## src/rtl/alu_op_sequencer_if.sv

```systemverilog
// One-hot operation-strobe bus between the ALU sequencer (master) and the ALU (slave).
// Signal names are given from the sequencer's point of view.
interface alu_op_sequencer_if #(
  parameter int unsigned WIDTH = 32
);
  logic                 and_o;
  logic                 or_o;
  logic                 add_o;
  logic                 sub_o;
  logic                 mul_o;
  logic                 div_o;
  logic                 shr_o;
  logic                 shl_o;
  logic                 ror_o;
  logic                 rol_o;
  logic                 neg_o;
  logic                 not_o;
  logic [WIDTH-1:0]     alu_a_o;
  logic [WIDTH-1:0]     alu_b_o;
  logic [2*WIDTH-1:0]   alu_c_i;

  modport master (
    output and_o, or_o, add_o, sub_o, mul_o, div_o,
    output shr_o, shl_o, ror_o, rol_o, neg_o, not_o,
    output alu_a_o, alu_b_o,
    input  alu_c_i
  );

  modport slave (
    input  and_o, or_o, add_o, sub_o, mul_o, div_o,
    input  shr_o, shl_o, ror_o, rol_o, neg_o, not_o,
    input  alu_a_o, alu_b_o,
    output alu_c_i
  );
endinterface

```

## src/rtl/alu_op_sequencer.sv

```systemverilog
// Issues one ALU strobe per request, captures the 64-bit result and runs signed DIV locally.
// Optional done counter (stat_ops_o) is enabled by defining ALU_SEQ_STATS_EN.
module alu_op_sequencer #(
  parameter int unsigned WIDTH   = 32,
  parameter int unsigned ALU_LAT = 1
) (
  input  logic                 clk,
  input  logic                 rst_n,
  input  logic                 start_i,
  input  logic [3:0]           op_i,
  input  logic [WIDTH-1:0]     a_i,
  input  logic [WIDTH-1:0]     b_i,
  output logic                 busy_o,
  output logic                 done_o,
  output logic                 err_o,
  output logic [WIDTH-1:0]     zhi_o,
  output logic [WIDTH-1:0]     zlo_o,
`ifdef ALU_SEQ_STATS_EN
  output logic [15:0]          stat_ops_o,
`endif
  alu_op_sequencer_if.master   alu_io
);

  localparam logic [3:0] OpDiv = 4'd5;
  localparam logic [3:0] OpNot = 4'd11;

  localparam int unsigned CntW = $clog2(WIDTH + ALU_LAT + 1);
  localparam logic [CntW-1:0] LatLast = CntW'(ALU_LAT - 1);
  localparam logic [CntW-1:0] DivLast = CntW'(WIDTH - 1);

  typedef enum logic [2:0] {
    StIdle,
    StIssue,
    StCapture,
    StDivide,
    StDfix,
    StFinish
  } state_e;

  state_e           state_q, state_d;
  logic [3:0]       op_q, op_d;
  logic [WIDTH-1:0] a_q, a_d;
  logic [WIDTH-1:0] b_q, b_d;
  logic             err_q, err_d;
  logic [WIDTH-1:0] zhi_q, zhi_d;
  logic [WIDTH-1:0] zlo_q, zlo_d;
  logic [CntW-1:0]  cnt_q, cnt_d;
  logic [WIDTH-1:0] rem_q, rem_d;
  logic [WIDTH-1:0] quo_q, quo_d;
  logic [WIDTH-1:0] dvs_q, dvs_d;

  logic [WIDTH:0]   rem_sh;
  logic [WIDTH+1:0] diff;
  logic             trial_neg;
  logic             unused_diff;
  logic [11:0]      stb;

  function automatic logic [WIDTH-1:0] mag(input logic [WIDTH-1:0] v);
    return v[WIDTH-1] ? -v : v;
  endfunction

  // Restoring step: the quotient register doubles as the dividend shift source.
  assign rem_sh      = {rem_q, quo_q[WIDTH-1]};
  assign diff        = {1'b0, rem_sh} - {2'b00, dvs_q};
  assign trial_neg   = diff[WIDTH+1];
  assign unused_diff = diff[WIDTH];

  always_ff @(posedge clk or negedge rst_n) begin
    if (!rst_n) begin
      state_q <= StIdle;
      op_q    <= '0;
      a_q     <= '0;
      b_q     <= '0;
      err_q   <= 1'b0;
      zhi_q   <= '0;
      zlo_q   <= '0;
      cnt_q   <= '0;
      rem_q   <= '0;
      quo_q   <= '0;
      dvs_q   <= '0;
    end else begin
      state_q <= state_d;
      op_q    <= op_d;
      a_q     <= a_d;
      b_q     <= b_d;
      err_q   <= err_d;
      zhi_q   <= zhi_d;
      zlo_q   <= zlo_d;
      cnt_q   <= cnt_d;
      rem_q   <= rem_d;
      quo_q   <= quo_d;
      dvs_q   <= dvs_d;
    end
  end

  always_comb begin
    state_d = state_q;
    op_d    = op_q;
    a_d     = a_q;
    b_d     = b_q;
    err_d   = err_q;
    zhi_d   = zhi_q;
    zlo_d   = zlo_q;
    cnt_d   = cnt_q;
    rem_d   = rem_q;
    quo_d   = quo_q;
    dvs_d   = dvs_q;
    unique case (state_q)
      StIdle: begin
        if (start_i) begin
          op_d  = op_i;
          a_d   = a_i;
          b_d   = b_i;
          cnt_d = '0;
          err_d = 1'b0;
          if (op_i > OpNot) begin
            err_d   = 1'b1;
            state_d = StFinish;
          end else if (op_i == OpDiv) begin
            if (b_i == '0) begin
              err_d   = 1'b1;
              zhi_d   = a_i;
              zlo_d   = '1;
              state_d = StFinish;
            end else begin
              rem_d   = '0;
              quo_d   = mag(a_i);
              dvs_d   = mag(b_i);
              state_d = StDivide;
            end
          end else begin
            state_d = StIssue;
          end
        end
      end
      StIssue: begin
        cnt_d = cnt_q + CntW'(1);
        if (cnt_q == LatLast) begin
          state_d = StCapture;
        end
      end
      StCapture: begin
        {zhi_d, zlo_d} = alu_io.alu_c_i;
        state_d        = StFinish;
      end
      StDivide: begin
        rem_d = trial_neg ? rem_sh[WIDTH-1:0] : diff[WIDTH-1:0];
        quo_d = {quo_q[WIDTH-2:0], ~trial_neg};
        cnt_d = cnt_q + CntW'(1);
        if (cnt_q == DivLast) begin
          state_d = StDfix;
        end
      end
      StDfix: begin
        zlo_d   = (a_q[WIDTH-1] ^ b_q[WIDTH-1]) ? -quo_q : quo_q;
        zhi_d   = a_q[WIDTH-1] ? -rem_q : rem_q;
        state_d = StFinish;
      end
      StFinish: begin
        state_d = StIdle;
      end
      default: begin
        state_d = StIdle;
      end
    endcase
  end

  // Strobe index equals opcode; DIV and illegal opcodes never reach StIssue.
  always_comb begin
    stb    = '0;
    busy_o = (state_q != StIdle) && (state_q != StFinish);
    done_o = (state_q == StFinish);
    if ((state_q == StIssue) && (op_q <= OpNot) && (op_q != OpDiv)) begin
      stb[op_q] = 1'b1;
    end
  end

  assign alu_io.and_o   = stb[0];
  assign alu_io.or_o    = stb[1];
  assign alu_io.add_o   = stb[2];
  assign alu_io.sub_o   = stb[3];
  assign alu_io.mul_o   = stb[4];
  assign alu_io.div_o   = stb[5];
  assign alu_io.shr_o   = stb[6];
  assign alu_io.shl_o   = stb[7];
  assign alu_io.ror_o   = stb[8];
  assign alu_io.rol_o   = stb[9];
  assign alu_io.neg_o   = stb[10];
  assign alu_io.not_o   = stb[11];
  assign alu_io.alu_a_o = a_q;
  assign alu_io.alu_b_o = b_q;

  assign err_o = err_q;
  assign zhi_o = zhi_q;
  assign zlo_o = zlo_q;

`ifdef ALU_SEQ_STATS_EN
  logic [15:0] stat_q;

  always_ff @(posedge clk or negedge rst_n) begin
    if (!rst_n) begin
      stat_q <= '0;
    end else if (done_o && (stat_q != 16'hFFFF)) begin
      stat_q <= stat_q + 16'd1;
    end
  end

  assign stat_ops_o = stat_q;
`endif

endmodule

```

## src/flat_wrapper.sv

```systemverilog
// flat-port wrapper written by rule: the top's interface ports become plain ports
module alu_op_sequencer_flat 
#(
  parameter int unsigned WIDTH   = 32,
  parameter int unsigned ALU_LAT = 1
)
  (clk, rst_n, start_i, op_i, a_i, b_i, busy_o, done_o, err_o, zhi_o, zlo_o, alu_io_and_o, alu_io_or_o, alu_io_add_o, alu_io_sub_o, alu_io_mul_o, alu_io_div_o, alu_io_shr_o, alu_io_shl_o, alu_io_ror_o, alu_io_rol_o, alu_io_neg_o, alu_io_not_o, alu_io_alu_a_o, alu_io_alu_b_o, alu_io_alu_c_i);
  alu_op_sequencer_if #(.WIDTH(WIDTH)) alu_io_i ();
  input  logic clk;
  input  logic rst_n;
  input  logic start_i;
  input  logic [3:0] op_i;
  input  logic [WIDTH-1:0] a_i;
  input  logic [WIDTH-1:0] b_i;
  output logic busy_o;
  output logic done_o;
  output logic err_o;
  output logic [WIDTH-1:0] zhi_o;
  output logic [WIDTH-1:0] zlo_o;
  output wire logic [$bits(alu_io_i.and_o)-1:0] alu_io_and_o;
  output wire logic [$bits(alu_io_i.or_o)-1:0] alu_io_or_o;
  output wire logic [$bits(alu_io_i.add_o)-1:0] alu_io_add_o;
  output wire logic [$bits(alu_io_i.sub_o)-1:0] alu_io_sub_o;
  output wire logic [$bits(alu_io_i.mul_o)-1:0] alu_io_mul_o;
  output wire logic [$bits(alu_io_i.div_o)-1:0] alu_io_div_o;
  output wire logic [$bits(alu_io_i.shr_o)-1:0] alu_io_shr_o;
  output wire logic [$bits(alu_io_i.shl_o)-1:0] alu_io_shl_o;
  output wire logic [$bits(alu_io_i.ror_o)-1:0] alu_io_ror_o;
  output wire logic [$bits(alu_io_i.rol_o)-1:0] alu_io_rol_o;
  output wire logic [$bits(alu_io_i.neg_o)-1:0] alu_io_neg_o;
  output wire logic [$bits(alu_io_i.not_o)-1:0] alu_io_not_o;
  output wire logic [$bits(alu_io_i.alu_a_o)-1:0] alu_io_alu_a_o;
  output wire logic [$bits(alu_io_i.alu_b_o)-1:0] alu_io_alu_b_o;
  input wire logic [$bits(alu_io_i.alu_c_i)-1:0] alu_io_alu_c_i;
  assign alu_io_and_o = alu_io_i.and_o;
  assign alu_io_or_o = alu_io_i.or_o;
  assign alu_io_add_o = alu_io_i.add_o;
  assign alu_io_sub_o = alu_io_i.sub_o;
  assign alu_io_mul_o = alu_io_i.mul_o;
  assign alu_io_div_o = alu_io_i.div_o;
  assign alu_io_shr_o = alu_io_i.shr_o;
  assign alu_io_shl_o = alu_io_i.shl_o;
  assign alu_io_ror_o = alu_io_i.ror_o;
  assign alu_io_rol_o = alu_io_i.rol_o;
  assign alu_io_neg_o = alu_io_i.neg_o;
  assign alu_io_not_o = alu_io_i.not_o;
  assign alu_io_alu_a_o = alu_io_i.alu_a_o;
  assign alu_io_alu_b_o = alu_io_i.alu_b_o;
  assign alu_io_i.alu_c_i = alu_io_alu_c_i;
  alu_op_sequencer #(.WIDTH(WIDTH), .ALU_LAT(ALU_LAT)) u_core (.clk(clk), .rst_n(rst_n), .start_i(start_i), .op_i(op_i), .a_i(a_i), .b_i(b_i), .busy_o(busy_o), .done_o(done_o), .err_o(err_o), .zhi_o(zhi_o), .zlo_o(zlo_o), .alu_io(alu_io_i));
endmodule
```

## config.mk

```make
export PLATFORM = sky130hd
export DESIGN_NAME = alu_op_sequencer_flat
export DESIGN_NICKNAME = d
export VERILOG_FILES = /design/src/rtl/alu_op_sequencer_if.sv /design/src/rtl/alu_op_sequencer.sv /design/src/flat_wrapper.sv
export SDC_FILE = /design/constraint.sdc
export NUM_CORES = 1
export LEC_CHECK = 0
export ABC_CLOCK_PERIOD_IN_PS = 5200
export CAP_MARGIN = 40
export CORE_ASPECT_RATIO = 1.75
export CORE_MARGIN = 2
export CORE_UTILIZATION = 57
export CTS_CLUSTER_SIZE = 20
export DETAILED_ROUTE_END_ITERATION = 7
export PLACE_DENSITY = 0.9
export SETUP_SLACK_MARGIN = 0.15
export SLEW_MARGIN = 0
export SYNTH_ARGS = -nofsm -noshare
export SYNTH_HDL_FRONTEND = slang
export SYNTH_SLANG_ARGS = --single-unit
```

## constraint.sdc

```tcl
create_clock -name clk -period 5.2 [get_ports clk]
set_input_delay 1.04 -clock clk [delete_from_list [all_inputs] [get_ports clk]]
set_output_delay 1.04 -clock clk [all_outputs]
set_load 0.01 [all_outputs]
```

Word-level counts from Yosys, hierarchy flattened:

Index checks and enable logic that the tools add are counted.

* flip-flop bits (word level): 238
* bits of input ports: 135
* output and inout port bits: 143
* logic and storage cells: 100

* add/sub/neg operators: 6
* $lt $le $gt $ge: 4
* equal/unequal tests: 16
* multiplexer cells: 40
* bitwise gates (word level): 4
* reductions and logical operators: 19

Operators by type and width (number)
* 32-bit two-way mux: 21
* 32-bit one-hot mux with 3 select lines: 2
* 32-bit negator: 4
* 32-bit one-hot mux with 2 select lines: 2
* 33-bit by 32-bit subtractor with 34-bit output: 1
* 32-bit zero test: 1
* 3-bit two-way mux: 6
* 5-bit AND reduction: 3
* 12-bit two-way mux: 1
* 3-bit one-hot mux with 4 select lines: 1
* 6-bit one-hot mux with 2 select lines: 1
* 2-bit by 1-bit != test with 1-bit output, second input constant: 4
* 6-bit by 1-bit adder with 6-bit output, second input constant: 1
* 3-bit by 2-bit == test with 1-bit output, second input constant: 2
* 3-bit == test, second input constant: 2
* 6-bit by 5-bit == test with 1-bit output, second input constant: 1
* 6-bit zero test: 1
* 6-bit two-way mux: 1
* 2-bit != test, second input constant: 3
* 3-bit nonzero test: 2
* 4-bit by 5-bit < comparator with 1-bit output, second input constant: 1
* 1-bit demux with 4-bit select: 1
* 4-bit by 3-bit == test with 1-bit output, second input constant: 1
* 4-bit by 1-bit >= comparator with 1-bit output, second input constant: 1
* other kinds (14): 25

Longest topological paths before layout:

Gate-level depths: netlist of run 1.

* word-level depth: 7
* depth in mapped cells: 12
* mapped depth without buffers: 12

Worst setup path after synthesis of run 1:

Ideal clock, no wire load.

* path type: input to register
* start: input a_i[0]
* end: register u_core.quo_q[24]
* arrival time: 2994 ps
* required time: 5064 ps
* path slack: 2070 ps
* stages on the path: 11
* buffers on the path: 0
* cell sequence: inv_1 -> ha_1 -> or4b_2 -> nor3_1 -> nand3_1 -> o21a_1 -> a21oi_1 -> xor2_1 -> nor2_1 -> a21oi_1 -> a21oi_1

* cells in the longest elaborated chain, start to end: 7

Ends and longest elaborated chain
* start, declared: RTL line flat_wrapper.sv:13 `input logic [WIDTH-1:0] a_i;`
* 32-bit negator: RTL line alu_op_sequencer.sv:59 `return v[WIDTH-1] ? -v : v;`
* 32-bit two-way mux: RTL line alu_op_sequencer.sv:59
* 32-bit two-way mux: RTL line alu_op_sequencer.sv:120 `if (b_i == '0) begin`
* 32-bit two-way mux: RTL line alu_op_sequencer.sv:119 `end else if (op_i == OpDiv) begin`
* 32-bit two-way mux: RTL line alu_op_sequencer.sv:116 `if (op_i > OpNot) begin`
* 32-bit two-way mux: RTL line alu_op_sequencer.sv:110 `if (start_i) begin`
* 32-bit one-hot mux with 2 select lines: RTL line alu_op_sequencer.sv:108 `unique case (state_q)`
* end signal, assigned: RTL line alu_op_sequencer.sv:91 `quo_q <= quo_d;`
* end, declared: RTL line alu_op_sequencer.sv:49 `logic [WIDTH-1:0] quo_q, quo_d;`

Every way passes these cells. The select of a mux whose other input is x is not followed.
A chain may end at the register's enable or synchronous reset.

Final worst setup path of run 1:

* start: register u_core.rem_q[0]
* end: register u_core.rem_q[30]

* cells in the longest elaborated chain, start to end: 3

Ends and longest elaborated chain
* start, declared: RTL line alu_op_sequencer.sv:48 `logic [WIDTH-1:0] rem_q, rem_d;`
* start signal, assigned: RTL line alu_op_sequencer.sv:90 `rem_q <= rem_d;`
* 33-bit by 32-bit subtractor with 34-bit output: RTL line alu_op_sequencer.sv:64 `assign diff = {1'b0, rem_sh} - {2'b00, dvs_q};`
* 32-bit two-way mux: RTL line alu_op_sequencer.sv:147 `rem_d = trial_neg ? rem_sh[WIDTH-1:0] : diff[WIDTH-1:0];`
* 32-bit one-hot mux with 2 select lines: RTL line alu_op_sequencer.sv:108

Every way passes these cells.

==> impl_metrics.csv, run 1 <==
group,metric,value,unit
run_status,outcome,"complete, no violations",
global_route,number_of_global_route_vias_before_repair,14100,
worst_hold_path,hold_path_end,"u_core.dvs_q[24]",
cells_and_area,final_cells,2326,
timing,setup_repair_after_global_routing_missed_its_margin,"no",
drt,route.met3.wl,2.47,mm
drt,wl,44.5,mm
synth,synth_top_family_by_area,"simple AND/OR/NAND/NOR gates",
global_route,grt_antenna_before_repair,2,
timing,fin_tns_setup,0,ns
floorplan,fp.dieArea,26900,um^2
timing,max_slew.worst_pin.slew,0.926,ns
timing,slew_headroom,0.383,
worst_hold_path,hold_path_startpoint,"u_core.dvs_q[24]",
cells_and_area,multiInputGateArea,8010,um^2
global_route,globalRouteOverflowTotal,0,
cts,cts_tree,"done",
cells_and_area,final_cell_utilization_of_the_core,0.727,
synth,synth-compound-area-share,0.190,
cts,cts.repair.resized,0,
synth,netlist_area,14600,um^2
cts,clock-root-buffer,"clkbuf_16",
timing,final_setup_violation_count,0,
cts,clkSinkCount,238,
critical_path,worst_r2r_endpoint,"u_core.rem_q[30]",
pwr,vdd_drop_max,0.352,mV
synth,synth-edff-count,0,
cts,clkSlewWorstSetupHoldPaths,0.07,ns
synth,syn_avg_cell_area,8.23,um^2
drt,drt-met1-wl,15.5,mm
drt,num_vias,14000,
cts,clk-insertion-delay-late,0.53,ns
critical_path,critPathMostFrequentCell,"o21ai_2",
synth,synth.net_count,1943,
cts,cts_setup_buffers,0,
critical_path,critical_path.max_stage_delay,0.76,ns
drt,top_routing_layer_in_use,"met4",
worst_hold_path,timing.hold.worst.class,"flip-flop to flip-flop",
critical_path,critical_path_buf_inv_count,0,
timing,finalCriticalPeriod,3.97,ns
placement,place_hpwl,32.9,mm
critical_path,r2r_start,"u_core.rem_q[0]",
synth,ys_dominant_reg_cell,"dfrtp_1",
critical_path,crit_fanout,14,
run,max_cap_viol_count,0,
timing,finalCritPeriodShare,0.764,
floorplan,die-width,125,um
cts,cts.hold.buffers_added,0,
synth,synth-adder-area-share,0.0340,
cts,htree_levels,1,
synth,synthSimpleGateAreaFrac,0.216,
floorplan,core-area,25100,um^2
drt,viasPerCell,6.04,
drt,drc_violations_left,0,
critical_path,timing.setup.critical_path_class,"flip-flop to flip-flop",
critical_path,timing.critical_path.arrival,4.42,ns
timing,max_clock_freq,252,MHz
drt,drt_first_iter_violations,1241,
critical_path,path_delay_family,"compound AO/OA/AOI/OAI gates",
timing,finClkSkew,0.0142,ns
synth,asyncSetResetFlopFracSynth,1.00,
global_route,first_pass_grt_wire_length,70.9,mm
floorplan,initial_utilization,0.579,
synth,yosysWarningCount,0,
drt,post_drt_wl_per_cell,19.1,um
timing,hold_slack,0.481,ns
pwr,p_per_area,610,nW/um^2
drt,drt_first_pass_iters,5,
drt,final_antenna_net_count,0,
critical_path,critPathRequiredTime,5.65,ns
synth,synthMuxAreaShare,0.0180,
critical_path,endpoint_kind_of_the_worst_setup_timing_path,"flip-flop",
worst_hold_path,timing.hold.worst_path_depth,2,
global_route,globalRouteTotalUtil,0.324,
placement,placed_cells_incl_taps,2284,
cells_and_area,final-seq-area,5960,um^2
synth,synth-xor-area-share,0.0884,
drt,met2WireLength,23.5,mm
synth,synth_cell_types,68,
synth,synth_seq_area_share,0.409,
floorplan,floorplan.rows,77,
cells_and_area,layout-drive-gt1-share,0.0503,
floorplan,floorplan.die.height,215,um
timing,timing_max_transition_violations_final,0,
global_route,grt_max_degree,123,
synth,syn-instance-count,1769,
timing,hold_viol_final,0,
pwr,total_leakage_power,0.00787,uW
placement,gp_congestion,0.928,
critical_path,timing.reg2reg.setup_slack,1.23,ns
cells_and_area,fillers,1785,
cts,numCtsBuffers,22,
cells_and_area,syn_to_final_growth,25.6,%
critical_path,worst-r2r-cell-count,10,
critical_path,cpMaxStageDelayCell,"o21ai_2",
floorplan,io_pins,278,
synth,postSynthRegisterBits,238,
placement,count_of_port_buffers_added_during_placement,276,
critical_path,critical_path.startpoint_type,"flip-flop",
cts,cts_buffer_depth,3,
critical_path,cp_cell_sequence,"ha_1, nor2b_1, o2111ai_1, a2111oi_0, nor2_1, o21ai_2, a41oi_1, o21ai_2, nand2_1, o211ai_1",
cells_and_area,final_net_count,2166,
==> through the flow <==
stage          instance area [um^2]  total power, uW  setup WS, ns
5_1_grt                       18300            11900         0.976
2_1_floorplan                 14600             7110          2.07
4_1_cts                       18300            11100          1.27
3_5_place_dp                  17600             9430         0.761
3_3_place_gp                  17500             9150         0.869
6_report                      18300            11200          1.23
==> routing by layer <==
layer / vias up / GRT usage
li1: 6582 / -
met1: 6638 / 0.350
met2: 645 / 0.601
met3: 179 / 0.0322
met4: 0 / 0.203
met5: - / 0
==> flip-flops by register name (all words and copies together) (netlist names) <==
signal / count
u_core.zhi_o: 32
u_core.dvs_q: 32
u_core.alu_io.alu_a_o: 32
u_core.err_o: 1
u_core.quo_q: 32
u_core.alu_io.alu_b_o: 32
u_core.zlo_o: 32
u_core.state_q: 3
u_core.rem_q: 32
u_core.cnt_q: 6
u_core.op_q: 4
==> where the power goes <==
group	total (uW)	internal (uW)	leakage [uW]	switching (uW)
clock	1630	892	0.000344	735
combinational	6090	2740	0.00463	3350
sequential	3440	2650	0.00289	787
==> cells in the mapped netlist, drive strengths merged (5+ instances only) <==
library cell,n,area (um^2)
nor2,173,649
a21o,5,37.5
a221oi,35,332
o21bai,5,37.5
or3,13,86.3
and3,9,56.3
inv,51,191
mux2i,24,240
and2,10,63.8
nand2,371,1400
o22ai,10,62.6
clkbuf,69,259
nand3,34,170
nor2b,9,56.3
xnor2,73,639
nand4,5,31.3
o31ai,29,218
xor2,74,648
o21a,10,75.1
nand2b,17,109
nand3b,7,52.6
or4,12,101
a211oi,5,37.5
buf,32,188
nor3,22,131
dfrtp,238,5960
nor4,15,145
ha,38,475
a31oi,14,87.6
o21ai,154,774
a21oi,152,764
o41ai,21,199
==> layout by cell type, fill, tap and decap left out, types with 19 or more instances in the layout <==
master,count
a221oi_1,31
dfrtp_1,238
ha_1,38
o41ai_1,19
xor2_1,74
o31ai_1,29
inv_1,51
clkdlybuf4s50_1,275
nor3_1,19
mux2i_1,24
xnor2_1,73
o21ai_1,35
clkbuf_16,23
nand2_1,368
a21oi_1,151
o21ai_0,117
nand3_1,34
nor2_1,172
==> area by class of cell <==
| cell class | instances | share of cell area |
|---|---|---|
| antenna | 2 | 0.000274 |
| clock buffer | 28 | 0.0336 |
| clock inverter | 12 | 0.00541 |
| inverter | 51 | 0.0105 |
| multi-input combinational | 1379 | 0.438 |
| sequential | 238 | 0.326 |
| tap | 316 | 0.0216 |
| timing repair buffer | 300 | 0.165 |
==> worst register-to-register path, cell delays in order (launching register included) <==
cell,delay (ns)
dfrtp_1,0.50
ha_1,0.34
nor2b_1,0.19
o2111ai_1,0.16
a2111oi_0,0.42
nor2_1,0.20
o21ai_2,0.33
a41oi_1,0.28
o21ai_2,0.76
nand2_1,0.42
o211ai_1,0.27
==> kinds of logic after synthesis <==
| logic type | after synthesis |
|---|---|
| buffers and inverters | 152 |
| multiplexers | 26 |
| other | 1 |
| XOR/XNOR | 147 |
| adder cells (fa/ha/maj) | 39 |
| flip-flops | 238 |
| AND/OR/NAND/NOR | 709 |
| AO/OA/AOI/OAI | 457 |
==> worst max-delay path by stage <==
stage                               start                to  cells after the start
after floorplan                    a_i[0]  u_core.quo_q[24]                     11
after global placement            b_i[14]  u_core.rem_q[31]                     11
after detailed placement          b_i[14]  u_core.rem_q[26]                     11
after CTS                 u_core.rem_q[0]  u_core.rem_q[30]                     10
after global routing      u_core.rem_q[0]  u_core.rem_q[30]                     10
final                     u_core.rem_q[0]  u_core.rem_q[30]                     10
Power figures use the tool's default switching activity.
==> run 2: changes to the inputs <==
Settings changed: ABC_CLOCK_PERIOD_IN_PS 5200 to 4000, CORE_UTILIZATION 57 to 53, PLACE_DENSITY 0.9 to 0.85.
Clock period 5.2 ns to 4 ns, I/O delays scaled along.
==> impl_metrics.csv, run 2 (same netlist as run 1, synthesis figures left out) <==
group,metric,value,unit
run_status,outcome,"complete, no violations",
pwr,internal-power,8370,uW
cells_and_area,syn_to_final_growth,27.8,%
critical_path,timing.setup.critical_path_class,"flip-flop to flip-flop",
timing,setup_repair_after_global_routing_missed_its_margin,"no",
drt,drt_first_iter_violations,1021,
drt,final_antenna_net_count,0,
drt,wl,46.0,mm
cts,cts.repair.resized,0,
floorplan,io_pins,278,
floorplan,initial_utilization,0.537,
timing,slew_headroom,0.482,
critical_path,critPathRequiredTime,4.38,ns
critical_path,r2r_start,"u_core.rem_q[0]",
cells_and_area,layout.cells.most_common_list,"368 x nand2_1, 275 x clkdlybuf4s50_1, 238 x dfrtp_1",
placement,gp_congestion,0.935,
placement,count_of_port_buffers_added_during_placement,276,
run,max_cap_viol_count,0,
critical_path,cp_cell_sequence,"ha_1, nor2b_1, o2111ai_1, a2111oi_0, nor2_1, o21ai_2, a41oi_1, o21ai_2, buf_4, mux2i_1, o21ai_0",
timing,finalCriticalPeriod,3.65,ns
cts,numCtsBuffers,23,
pwr,p_sw,6380,uW
drt,num_vias,14100,
cts,cts.hold.buffers_added,0,
critical_path,critical_path.max_stage_delay,0.53,ns
critical_path,critical_path.startpoint_type,"flip-flop",
critical_path,endpoint_kind_of_the_worst_setup_timing_path,"flip-flop",
cts,clkSlewWorstSetupHoldPaths,0.07,ns
critical_path,timing.critical_path.arrival,4.03,ns
timing,hold_viol_final,0,
cts,cts_buffer_depth,3,
floorplan,floorplan.die.height,223,um
timing,max_slew.worst_pin.slew,0.777,ns
critical_path,path_delay_family,"compound AO/OA/AOI/OAI gates",
cells_and_area,layout-drive-gt1-share,0.0601,
cts,clock-root-buffer,"clkbuf_16",
floorplan,floorplan.rows,80,
drt,drt_first_pass_iters,6,
critical_path,critical_path_buf_inv_count,1,
pwr,vdd_drop_max,0.437,mV
global_route,first_pass_grt_wire_length,72.8,mm
cts,htree_levels,1,
pwr,power.sequential.fraction,0.307,
cells_and_area,commonest_non_fill_non_tap_cell_in_the_layout,"nand2_1",
critical_path,worst-r2r-cell-count,11,
global_route,globalRouteOverflowTotal,0,
worst_hold_path,timing.hold.worst.class,"input pin to async pin",
critical_path,cpMaxStageDelayCell,"a2111oi_0",
cells_and_area,final_cell_utilization_of_the_core,0.686,
cts,clk-insertion-delay-late,0.54,ns
global_route,grt_max_degree,97,
timing,finClkSkew,0.0154,ns
timing,timing_max_transition_violations_final,0,
global_route,globalRouteTotalUtil,0.318,
critical_path,crit_fanout,16,
cells_and_area,final_cells,2403,
cells_and_area,final_net_count,2188,
global_route,number_of_global_route_vias_before_repair,14000,
critical_path,number_of_cells_on_the_critical_path,11,
critical_path,startpoint,"u_core.rem_q[0]",
drt,viasPerCell,5.85,
global_route,grt_antenna_before_repair,3,
placement,placed_cells_incl_taps,2358,
cts,clkSinkCount,238,
pwr,switching_share,0.433,
drt,post_drt_wl_per_cell,19.1,um
timing,max_clock_freq,274,MHz
pwr,pwr-share-clk,0.157,
timing,final_setup_violation_count,0,
placement,place_hpwl,34.7,mm
cts,cts_tree,"done",
pwr,p_per_area,793,nW/um^2
timing,fin_tns_setup,0,ns
drt,drc_violations_left,0,
cts,cts_setup_buffers,0,
pwr,fin_total_pwr,14800,uW
floorplan,fp.dieArea,28900,um^2
pwr,total_leakage_power,0.00802,uW
pwr,power_frac_comb,0.536,
timing,finalCritPeriodShare,0.912,
critical_path,critPathMostFrequentCell,"o21ai_2",
floorplan,core-area,27100,um^2
floorplan,die-width,129,um
## run 2: changes by cell type in the layout (fill, tap and decap cells not counted), sizes merged, moves of 2 or more
cell and change:
bufinv +2, clkbuf +4, inv +2, clkinv -2
buf +22, clkinvlp -4
## run 2: routing by layer
| metal | vias up | part of all wire | global-route usage |
|---|---|---|---|
| met5 | - | 0 | 0 |
| met4 | 0 | 0.065 | 0.189 |
| met3 | 167 | 0.049 | 0.0324 |
| met2 | 580 | 0.54 | 0.591 |
| met1 | 6708 | 0.35 | 0.339 |
| li1 | 6599 | - | - |
## run 2: final timing paths
path | to | slack [ns]
min reg2reg | u_core.alu_io.alu_a_o[5] | 0.48
min in group clk | u_core.alu_io.alu_a_o[5] | 0.48
max | u_core.rem_q[15] | 0.35
min | u_core.alu_io.alu_b_o[29] | 0.24
max reg2reg | u_core.rem_q[15] | 0.35
max in group asynchronous | u_core.alu_io.alu_a_o[6] | 2.70
## run 2: power groups by stage
stage / Sequential [uW] / Combinational, uW / Clock (uW)
6_report: 4530 / 7910 / 2320
5_1_grt: 4650 / 8710 / 2420
4_1_cts: 4500 / 7880 / 2340
3_5_place_dp: 4530 / 7840 / 0
3_3_place_gp: 4470 / 7610 / 0
2_1_floorplan: 4510 / 4740 / 0
## run 2: final cells by class
cell class                      count  area, um^2
Fill cell                        2135        8530
Clock buffer                       32         649
Clock inverter                     10         136
Sequential cell                   238        5960
Tap cell                          369         462
Antenna cell                        3        7.51
Timing Repair Buffer              321        3190
Inverter                           51         191
Multi-Input combinational cell   1379        8010
## run 2: through the flow
step | instance area, um^2 | setup WS (ns) | hold WS [ns]
floorplan | 14600 | 1.11 | 0.443
global placement | 17800 | 0.236 | 0.458
detailed placement | 17800 | 0.181 | 0.461
CTS | 18600 | 0.449 | 0.304
global route | 18600 | 0.306 | 0.343
finish | 18600 | 0.353 | 0.245
==> run 3: changes to the inputs <==
Settings changed: CORE_UTILIZATION 53 to 39, PLACE_DENSITY 0.85 to 0.67.
==> impl_metrics.csv, run 3 (same netlist as run 1, synthesis figures left out) <==
group,metric,value,unit
run_status,outcome,"complete, no violations",
cells_and_area,final_cells,2532,
timing,hold_viol_final,0,
pwr,fin_total_pwr,14700,uW
run,max_cap_viol_count,0,
drt,final_antenna_net_count,0,
global_route,globalRouteOverflowTotal,0,
cells_and_area,final_cell_area,18900,um^2
cells_and_area,layout.cells.most_common_list,"368 x nand2_1, 275 x clkdlybuf4s50_1, 238 x dfrtp_1",
cells_and_area,commonest_non_fill_non_tap_cell_in_the_layout,"nand2_1",
placement,count_of_port_buffers_added_during_placement,276,
critical_path,critical_path.startpoint_type,"flip-flop",
global_route,grt_antenna_before_repair,2,
cells_and_area,layout-drive-gt1-share,0.0710,
timing,timing_max_transition_violations_final,0,
timing,finClkSkew,0.0134,ns
timing,hold_slack,0.309,ns
cts,cts_tree,"done",
pwr,internal-power,8440,uW
cts,cts_setup_buffers,0,
placement,place_hpwl,36.5,mm
pwr,p_per_area,780,nW/um^2
drt,post_drt_wl_per_cell,18.8,um
pwr,total_leakage_power,0.00813,uW
global_route,met1_usage,0.268,
cts,cts.hold.buffers_added,0,
drt,num_vias,13600,
cells_and_area,fillers,3503,
cts,cts_buffer_depth,3,
critical_path,crit_fanout,13,
timing,setup_repair_after_global_routing_missed_its_margin,"no",
cells_and_area,final_net_count,2212,
cts,cts.repair.resized,0,
pwr,vdd_drop_max,0.362,mV
floorplan,initial_utilization,0.396,
drt,drt_first_iter_violations,634,
timing,max_slew.worst_pin.slew,0.913,ns
floorplan,floorplan.rows,93,
floorplan,io_pins,278,
critical_path,critPathRequiredTime,3.20,ns
global_route,first_pass_grt_wire_length,74.5,mm
drt,viasPerCell,5.39,
cells_and_area,syn_to_final_growth,29.9,%
timing,slew_headroom,0.392,
cts,clock-root-buffer,"clkbuf_16",
cts,clkSinkCount,238,
timing,finalCritPeriodShare,0.893,
timing,final_setup_violation_count,0,
drt,drc_violations_left,0,
global_route,grt_max_degree,113,
cts,clkSlewWorstSetupHoldPaths,0.06,ns
cts,clk-insertion-delay-late,0.55,ns
global_route,grt_most_used_layer,"met2",
global_route,number_of_global_route_vias_before_repair,13600,
critical_path,endpoint_kind_of_the_worst_setup_timing_path,"output port",
timing,max_clock_freq,280,MHz
critical_path,timing.critical_path.arrival,2.77,ns
timing,finalCriticalPeriod,3.57,ns
drt,drt_first_pass_iters,5,
pwr,p_sw,6310,uW
global_route,globalRouteTotalUtil,0.242,
placement,placement.cell_area,18100,um^2
global_route,globalRouteMet2Util,0.452,
floorplan,fp.dieArea,38900,um^2
placement,gp_congestion,0.928,
pwr,pwr-share-clk,0.159,
pwr,switching_share,0.428,
critical_path,cpMaxStageDelayCell,"or4b_2",
critical_path,cp_cell_sequence,"nand2b_1, or4b_2, nor3_1, clkdlybuf4s50_1",
global_route,groute.layer.met3.usage,0.0216,
drt,wl,47.6,mm
cts,numCtsBuffers,25,
worst_hold_path,timing.hold.worst.class,"input pin to async pin",
critical_path,critical_path.max_stage_delay,0.72,ns
floorplan,core-area,36800,um^2
critical_path,timing.setup.critical_path_class,"flip-flop to output port",
floorplan,floorplan.die.height,260,um
floorplan,die-width,150,um
placement,placed_cells_incl_taps,2486,
cts,htree_levels,1,
pwr,power_frac_comb,0.536,
timing,fin_tns_setup,0,ns
pwr,power.sequential.fraction,0.306,
run 3: cell types whose count changed in the layout (fill, tap and decap cells not counted), sizes merged:
cell,before,now
bufinv,3,1
clkinvlp,0,1
diode,3,2
buf,46,68
clkbuf,32,36
clkinv,5,4
run 3: final cells by class:
class	instances	area, um^2	area share
Antenna cell	2	5.00	0.000265
Clock buffer	36	727	0.0384
Clock inverter	8	75.1	0.00397
Inverter	51	191	0.0101
Multi-Input combinational cell	1379	8010	0.423
Sequential cell	238	5960	0.315
Tap cell	475	594	0.0314
Timing Repair Buffer	343	3360	0.178
run 3: worst paths after layout:
kind                       cells past startpoint                   endpoint                      from  slack [ns]
setup / recovery                               4               alu_io_mul_o         u_core.state_q[2]        0.43
hold / removal                                 1  u_core.alu_io.alu_b_o[27]                     rst_n        0.31
setup reg to reg                              10           u_core.rem_q[30]           u_core.rem_q[3]        0.56
hold reg to reg                                2   u_core.alu_io.alu_b_o[2]  u_core.alu_io.alu_b_o[2]        0.47
max in group asynchronous                      2           u_core.zlo_o[23]                     rst_n        2.67
min in group clk                               2   u_core.alu_io.alu_b_o[2]  u_core.alu_io.alu_b_o[2]        0.47
run 3: layer usage:
metal	wire [um]	vias to the layer above
met3	2070	103
li1	-	6644
met1	17900	6490
met5	0	-
met4	2670	0
met2	24900	402
run 3: power groups by stage:
stage	Combinational (uW)	Sequential [uW]	Clock [uW]
floorplan	4740	4510	0
global placement	7740	4500	0
detailed placement	7910	4530	0
CTS	7950	4500	2380
global route	8760	4660	2480
finish	7900	4510	2340
run 3: worst max-delay path: cells and delay by family, from the launching register on:
| family | cells | cell delay [ns] |
|---|---|---|
| buffers and inverters | 1 | 0.56 |
| AND/OR/NAND/NOR | 3 | 1.16 |
| flip-flops | 1 | 0.50 |
run 3: stage by stage:
stage	setup WS, ns	utilization
after floorplan	1.11	-
after global placement	0.191	0.492
after detailed placement	0.146	0.492
after CTS	0.409	0.514
after global routing	0.263	0.514
final	0.429	0.514
